[src/rtl/shift_sequencer_pkg.sv]
// Shared definitions for the shift sequencer: opcodes, FSM states and
// the bit-reverse helper used to build left/rotate forms from right shifts.
package shift_sequencer_pkg;

    localparam logic [1:0] OP_SRL = 2'b00;
    localparam logic [1:0] OP_SLL = 2'b01;
    localparam logic [1:0] OP_SRA = 2'b10;
    localparam logic [1:0] OP_ROR = 2'b11;

    typedef enum logic [1:0] {
        ST_IDLE = 2'b00,
        ST_STEP = 2'b01,
        ST_FIN  = 2'b10
    } state_t;

    function automatic logic [7:0] bit_reverse(input logic [7:0] value);
        logic [7:0] flipped;
        for (int i = 0; i < 8; i++) begin
            flipped[i] = value[7 - i];
        end
        return flipped;
    endfunction

endpackage

[src/rtl/barrel_shifter_8bit.sv]
// 8-bit logical-right barrel shifter, zero fill, shift 0-7 set by ctrl.
// Built as three conditional stages (by 1, 2 and 4).
module barrel_shifter_8bit (
    input  logic [7:0] data,
    input  logic [2:0] ctrl,
    output logic [7:0] result
);

    logic [7:0] stage1;
    logic [7:0] stage2;

    assign stage1 = ctrl[0] ? {1'b0, data[7:1]}     : data;
    assign stage2 = ctrl[1] ? {2'b00, stage1[7:2]}  : stage1;
    assign result = ctrl[2] ? {4'h0, stage2[7:4]}   : stage2;

endmodule

[src/rtl/shift_sequencer.sv]
// Multi-cycle shift/rotate sequencer around a single right barrel shifter.
// Left, arithmetic and rotate forms reuse the right shifter through
// bit-reversal and inversion of the operand before and after shifting.
module shift_sequencer
    import shift_sequencer_pkg::*;
(
    input  logic       CLK,
    input  logic       RESET_N,
    input  logic       START,
    input  logic [1:0] OPCODE,
    input  logic [7:0] DATA,
    input  logic [7:0] AMOUNT,
    output logic       BUSY,
    output logic       DONE,
    output logic [7:0] RESULT
);

    state_t     state;
    logic [1:0] op;
    logic [7:0] acc;
    logic [7:0] tmp;
    logic [7:0] operand;
    logic [3:0] rem;
    logic [2:0] rot_k;
    logic       sign_flip;
    logic       ror_second;

    logic [7:0] sh_in;
    logic [7:0] sh_out;
    logic [2:0] sh_ctrl;
    logic [2:0] chunk;
    logic [3:0] rem_next;
    logic [7:0] acc_init;
    logic [7:0] post_out;

    barrel_shifter_8bit u_shifter (
        .data   (sh_in),
        .ctrl   (sh_ctrl),
        .result (sh_out)
    );

    // Select shifter operand/amount and form the pre- and post-transforms.
    always_comb begin
        chunk    = (rem > 4'd7) ? 3'd7 : rem[2:0];
        rem_next = rem - {1'b0, chunk};
        sh_in    = acc;
        sh_ctrl  = chunk;
        if (op == OP_ROR) begin
            if (ror_second) begin
                sh_in   = bit_reverse(operand);
                sh_ctrl = 3'd0 - rot_k;
            end else begin
                sh_in   = operand;
                sh_ctrl = rot_k;
            end
        end

        case (OPCODE)
            OP_SLL:  acc_init = bit_reverse(DATA);
            OP_SRA:  acc_init = DATA[7] ? ~DATA : DATA;
            OP_SRL:  acc_init = DATA;
            default: acc_init = DATA;
        endcase

        case (op)
            OP_SLL:  post_out = bit_reverse(sh_out);
            OP_SRA:  post_out = sign_flip ? ~sh_out : sh_out;
            default: post_out = sh_out;
        endcase
    end

    // Sequencer FSM: capture request, run shift steps, pulse DONE once.
    always_ff @(posedge CLK) begin
        if (!RESET_N) begin
            state      <= ST_IDLE;
            op         <= OP_SRL;
            acc        <= 8'h00;
            tmp        <= 8'h00;
            operand    <= 8'h00;
            rem        <= 4'd0;
            rot_k      <= 3'd0;
            sign_flip  <= 1'b0;
            ror_second <= 1'b0;
            BUSY       <= 1'b0;
            DONE       <= 1'b0;
            RESULT     <= 8'h00;
        end else begin
            case (state)
                ST_IDLE: begin
                    DONE <= 1'b0;
                    if (START) begin
                        state      <= ST_STEP;
                        BUSY       <= 1'b1;
                        op         <= OPCODE;
                        operand    <= DATA;
                        acc        <= acc_init;
                        rot_k      <= AMOUNT[2:0];
                        rem        <= (AMOUNT >= 8'd8) ? 4'd8 : AMOUNT[3:0];
                        sign_flip  <= (OPCODE == OP_SRA) && DATA[7];
                        ror_second <= 1'b0;
                    end
                end
                ST_STEP: begin
                    if (op == OP_ROR) begin
                        if (!ror_second) begin
                            tmp <= sh_out;
                            if (rot_k == 3'd0) begin
                                RESULT <= sh_out;
                                DONE   <= 1'b1;
                                state  <= ST_FIN;
                            end else begin
                                ror_second <= 1'b1;
                            end
                        end else begin
                            RESULT <= tmp | bit_reverse(sh_out);
                            DONE   <= 1'b1;
                            state  <= ST_FIN;
                        end
                    end else begin
                        acc <= sh_out;
                        rem <= rem_next;
                        if (rem_next == 4'd0) begin
                            RESULT <= post_out;
                            DONE   <= 1'b1;
                            state  <= ST_FIN;
                        end
                    end
                end
                ST_FIN: begin
                    DONE  <= 1'b0;
                    BUSY  <= 1'b0;
                    state <= ST_IDLE;
                end
                default: begin
                    DONE  <= 1'b0;
                    BUSY  <= 1'b0;
                    state <= ST_IDLE;
                end
            endcase
        end
    end

endmodule

[config.mk]
export PLATFORM = sky130hd
export DESIGN_NAME = shift_sequencer
export DESIGN_NICKNAME = d
export VERILOG_FILES = /design/src/rtl/shift_sequencer_pkg.sv /design/src/rtl/barrel_shifter_8bit.sv /design/src/rtl/shift_sequencer.sv
export SDC_FILE = /design/constraint.sdc
export NUM_CORES = 1
export LEC_CHECK = 0
export ABC_CLOCK_PERIOD_IN_PS = 4000
export BUFFER_PORTS_ARGS = -buffer_cell sky130_fd_sc_hd__buf_2
export CAP_MARGIN = 30
export CORE_MARGIN = 4
export CORE_UTILIZATION = 50
export CTS_CLUSTER_DIAMETER = 30
export DETAILED_ROUTE_END_ITERATION = 10
export PLACE_DENSITY_LB_ADDON = 0.25
export SLEW_MARGIN = 10
export SYNTH_ARGS = -nofsm -noshare
export SYNTH_HDL_FRONTEND = slang
export SYNTH_SLANG_ARGS = --single-unit
[constraint.sdc]
create_clock -name CLK -period 4 [get_ports CLK]
set_clock_uncertainty 0.2 [all_clocks]
set_input_delay 0.6 -clock CLK [delete_from_list [all_inputs] [get_ports CLK]]
set_output_delay 0.6 -clock CLK [all_outputs]
set_load 0.01 [all_outputs]
==> impl_metrics.yaml <==
logic_synthesis:
  synth_top_cells_by_area: "dfxtp_1 30%, nand2_1 6.2%, a21oi_1 5.8%"
  syn_nets: 418
  synth_top_area_share_pct: 30.3
  seq_area_frac_synth_pct: 30.3
  synth_top_area_cell: "dfxtp_1"
  syn_area_per_cell_um2: 7.97
  synth_edf_count: 0
  synth_most_common_cell: "nand2_1"
  synth_cell_types: 69
  postSynth.asyncResetShare_pct: 0
  synthFlopType: "dfxtp_1"
  syn_inst: 389
  synth_seq_cells: 47
  netlist_area_mm2: 0.00310
  ys_top_cells_by_count: "51 x nand2_1, 47 x dfxtp_1, 36 x a21oi_1, 32 x nor2_1, 20 x o211ai_1"
  yosys_warnings: 0
clock_tree:
  hold_buffers: 0
  root_buffer: "clkbuf_8"
  cts_buffer_depth: 2
  cts_sinks: 47
  clk_pin_slew_ns: 0.09
  cts_tree: "yes"
  cts_setup_buffers: 0
  clk_latency_ns: 0.30
  numCtsBuffers: 5
  cts_htree_levels: 2
  cts_resized: 0
pwr:
  pwr-share-seq_pct: 40.0
  peakVddDrop_uv: 209
  leakage_nw: 1.30
  pwr_density_cell_mw_per_mm2: 424
  p_int_uw: 851
  p_comb_share_pct: 40.0
  finalPower_mw: 1.43
  p_sw_share_pct: 40.3
  p_switching_uw: 575
  clkPwrFrac_pct: 20.0
hold_path:
  whs_path_depth: 2
  hold_class: "reg2reg"
  min-delay-start: "BUSY"
placement:
  dp.cells: 476
  dp_hpwl_um: 6490
  dp_slack_ns: 0.597
  io_buffers: 30
  gp_congestion: 1.05
critical_path:
  rrSetupSlack_ns: 0.57
  critPathKind: "reg2reg"
  reg2reg_from: "rot_k[0]"
  worstPathMaxFanout: 10
  cp.arrival_ns: 3.44
  r2r_cells: 10
  critPathLaunch: "rot_k[0]"
  startpoint_type: "flip-flop"
  end_kind: "flip-flop"
  critPathRequiredTime_ns: 4.01
detailed_routing:
  drc_errors: 0
  dr.pass1.iters: 4
  drt-initial-drc-count: 288
  vias: 3067
  wl_per_cell_um: 18.0
  wirelength_um: 8700
  drt-vias-per-instance: 6.34
  ant_nets: 0
global_routing:
  grt_pass1_vias: 2727
  grt_antenna_before_repair: 0
  overflow: 0
  grt_pass1_wl_um: 14100
  grt_max_degree: 25
  grt_usage_pct: 24.0
finish:
  antennaDiodeCount: 0
  drive_above_1_share_pct: 14.9
  nFillCells: 583
  instances_no_fill: 484
  nets: 437
  area.growth.synth_to_final_pct: 8.60
sta:
  period_minus_slack_ns: 3.43
  rsz0062_at_grt: "no"
  relSlewSlack_pct: 34.0
  fin_setup_tns_ns: 0
  fmax_ghz: 0.291
  worst_pin_slew_ns: 0.989
  period_share_pct: 85.8
  setup-violations-final: 0
  timing.final.ws_setup_ns: 0.568
  holdWs_ns: 0.246
  hold_viol: 0
  drv_slew: 0
run:
  maxCapViolations: 0
floorplanning:
  rows: 28
  dieArea_mm2: 0.00752
  io_pins: 31
  die_w_um: 86.7
  coreArea_mm2: 0.00596
  die_y_um: 86.7
  start_util_pct: 52.1
status:
  outcome: "finished, final reports clean"
==> worst max-delay path: stages (launching register included) <==
cell and delay (ns):
dfxtp_1 0.57, inv_1 0.20, ha_1 0.24, ha_1 0.26, mux2_4 0.26, mux2_4 0.33, or4_4 0.54, o21ai_4 0.13
mux2i_1 0.25, a221oi_2 0.08, a211oi_1 0.28
==> final cells by class <==
type / instances / area, µm² / share of cell area, %
Sequential cell: 47 / 941 / 27.9
Clock buffer: 6 / 72.6 / 2.16
Timing Repair Buffer: 35 / 188 / 5.57
Inverter: 15 / 56.3 / 1.67
Clock inverter: 2 / 12.5 / 0.372
Tap cell: 75 / 93.8 / 2.79
Multi-Input combinational cell: 304 / 2000 / 59.5
==> final timing paths <==
check / endpoint
max: RESULT[4]
min: BUSY
max reg2reg: RESULT[4]
min reg2reg: BUSY
==> per-layer routing <==
metal / up-vias / global-route usage (%) / part of all wire (%) / routed length (µm)
li1: 1478 / - / - / -
met1: 1444 / 33.3 / 45 / 3890
met2: 123 / 38.0 / 46 / 4020
met3: 22 / 2.57 / 6.2 / 542
met4: 0 / 9.21 / 2.8 / 246
met5: - / 0 / 0 / 0
==> power by group through the flow <==
stage / clock, mW / sequential (mW) / combinational [mW]
final: 0.285 / 0.571 / 0.571
after global routing: 0.309 / 0.579 / 0.627
after CTS: 0.293 / 0.569 / 0.563
after detailed placement: 0 / 0.580 / 0.560
after global placement: 0 / 0.578 / 0.555
after floorplan: 0 / 0.560 / 0.425
==> logic make-up (layout without fill, tap and decap cells) <==
| logic type | count (synthesis) | count (layout) | share of synthesized area, % |
|---|---|---|---|
| AND/OR/NAND/NOR | 139 | 139 | 21.4 |
| AO/OA/AOI/OAI | 137 | 137 | 31.8 |
| flip-flops | 47 | 47 | 30.3 |
| XOR/XNOR | 2 | 2 | 0.565 |
| multiplexers | 18 | 18 | 7.59 |
| buffers and inverters | 38 | 58 | 5.04 |
| adder cells (fa/ha/maj) | 8 | 8 | 3.23 |
==> cell usage in the layout (no fill, tap or decap), types with 3 or more instances in the layout <==
cell type / Yosys / layout
a21o_1: 4 / 4
ha_1: 8 / 8
nand2_1: 51 / 51
mux2i_1: 10 / 10
clkbuf_8: 0 / 5
mux2_2: 3 / 3
and2_1: 4 / 4
o211ai_1: 20 / 20
o22ai_1: 3 / 3
a211oi_1: 11 / 11
o31ai_1: 3 / 3
nor2_1: 32 / 32
nor2b_1: 4 / 4
buf_2: 5 / 30
a2bb2oi_1: 3 / 3
nand3_1: 8 / 8
buf_4: 0 / 5
nor3_1: 13 / 13
o21a_1: 7 / 7
inv_1: 15 / 15
nand2b_1: 10 / 10
o21ai_0: 9 / 9
a22o_1: 14 / 14
a21oi_1: 36 / 36
dfxtp_1: 47 / 47
==> state kept, by name (all words and copies together), names as in the netlist <==
name and flops:
RESULT 8, tmp 8, sign_flip 1, ror_second 1, state 2, DONE 1, operand 8, rot_k 3
rem 4, BUSY 1, acc 8, op 2
==> per-stage QoR <==
step / util, % / cell area, µm²
2_1_floorplan: - / 3100
3_3_place_gp: 55.0 / 3270
3_5_place_dp: 55.1 / 3280
4_1_cts: 56.5 / 3370
5_1_grt: 56.5 / 3370
6_report: 56.5 / 3370
Note: power is estimated with default switching activity, not from simulation.
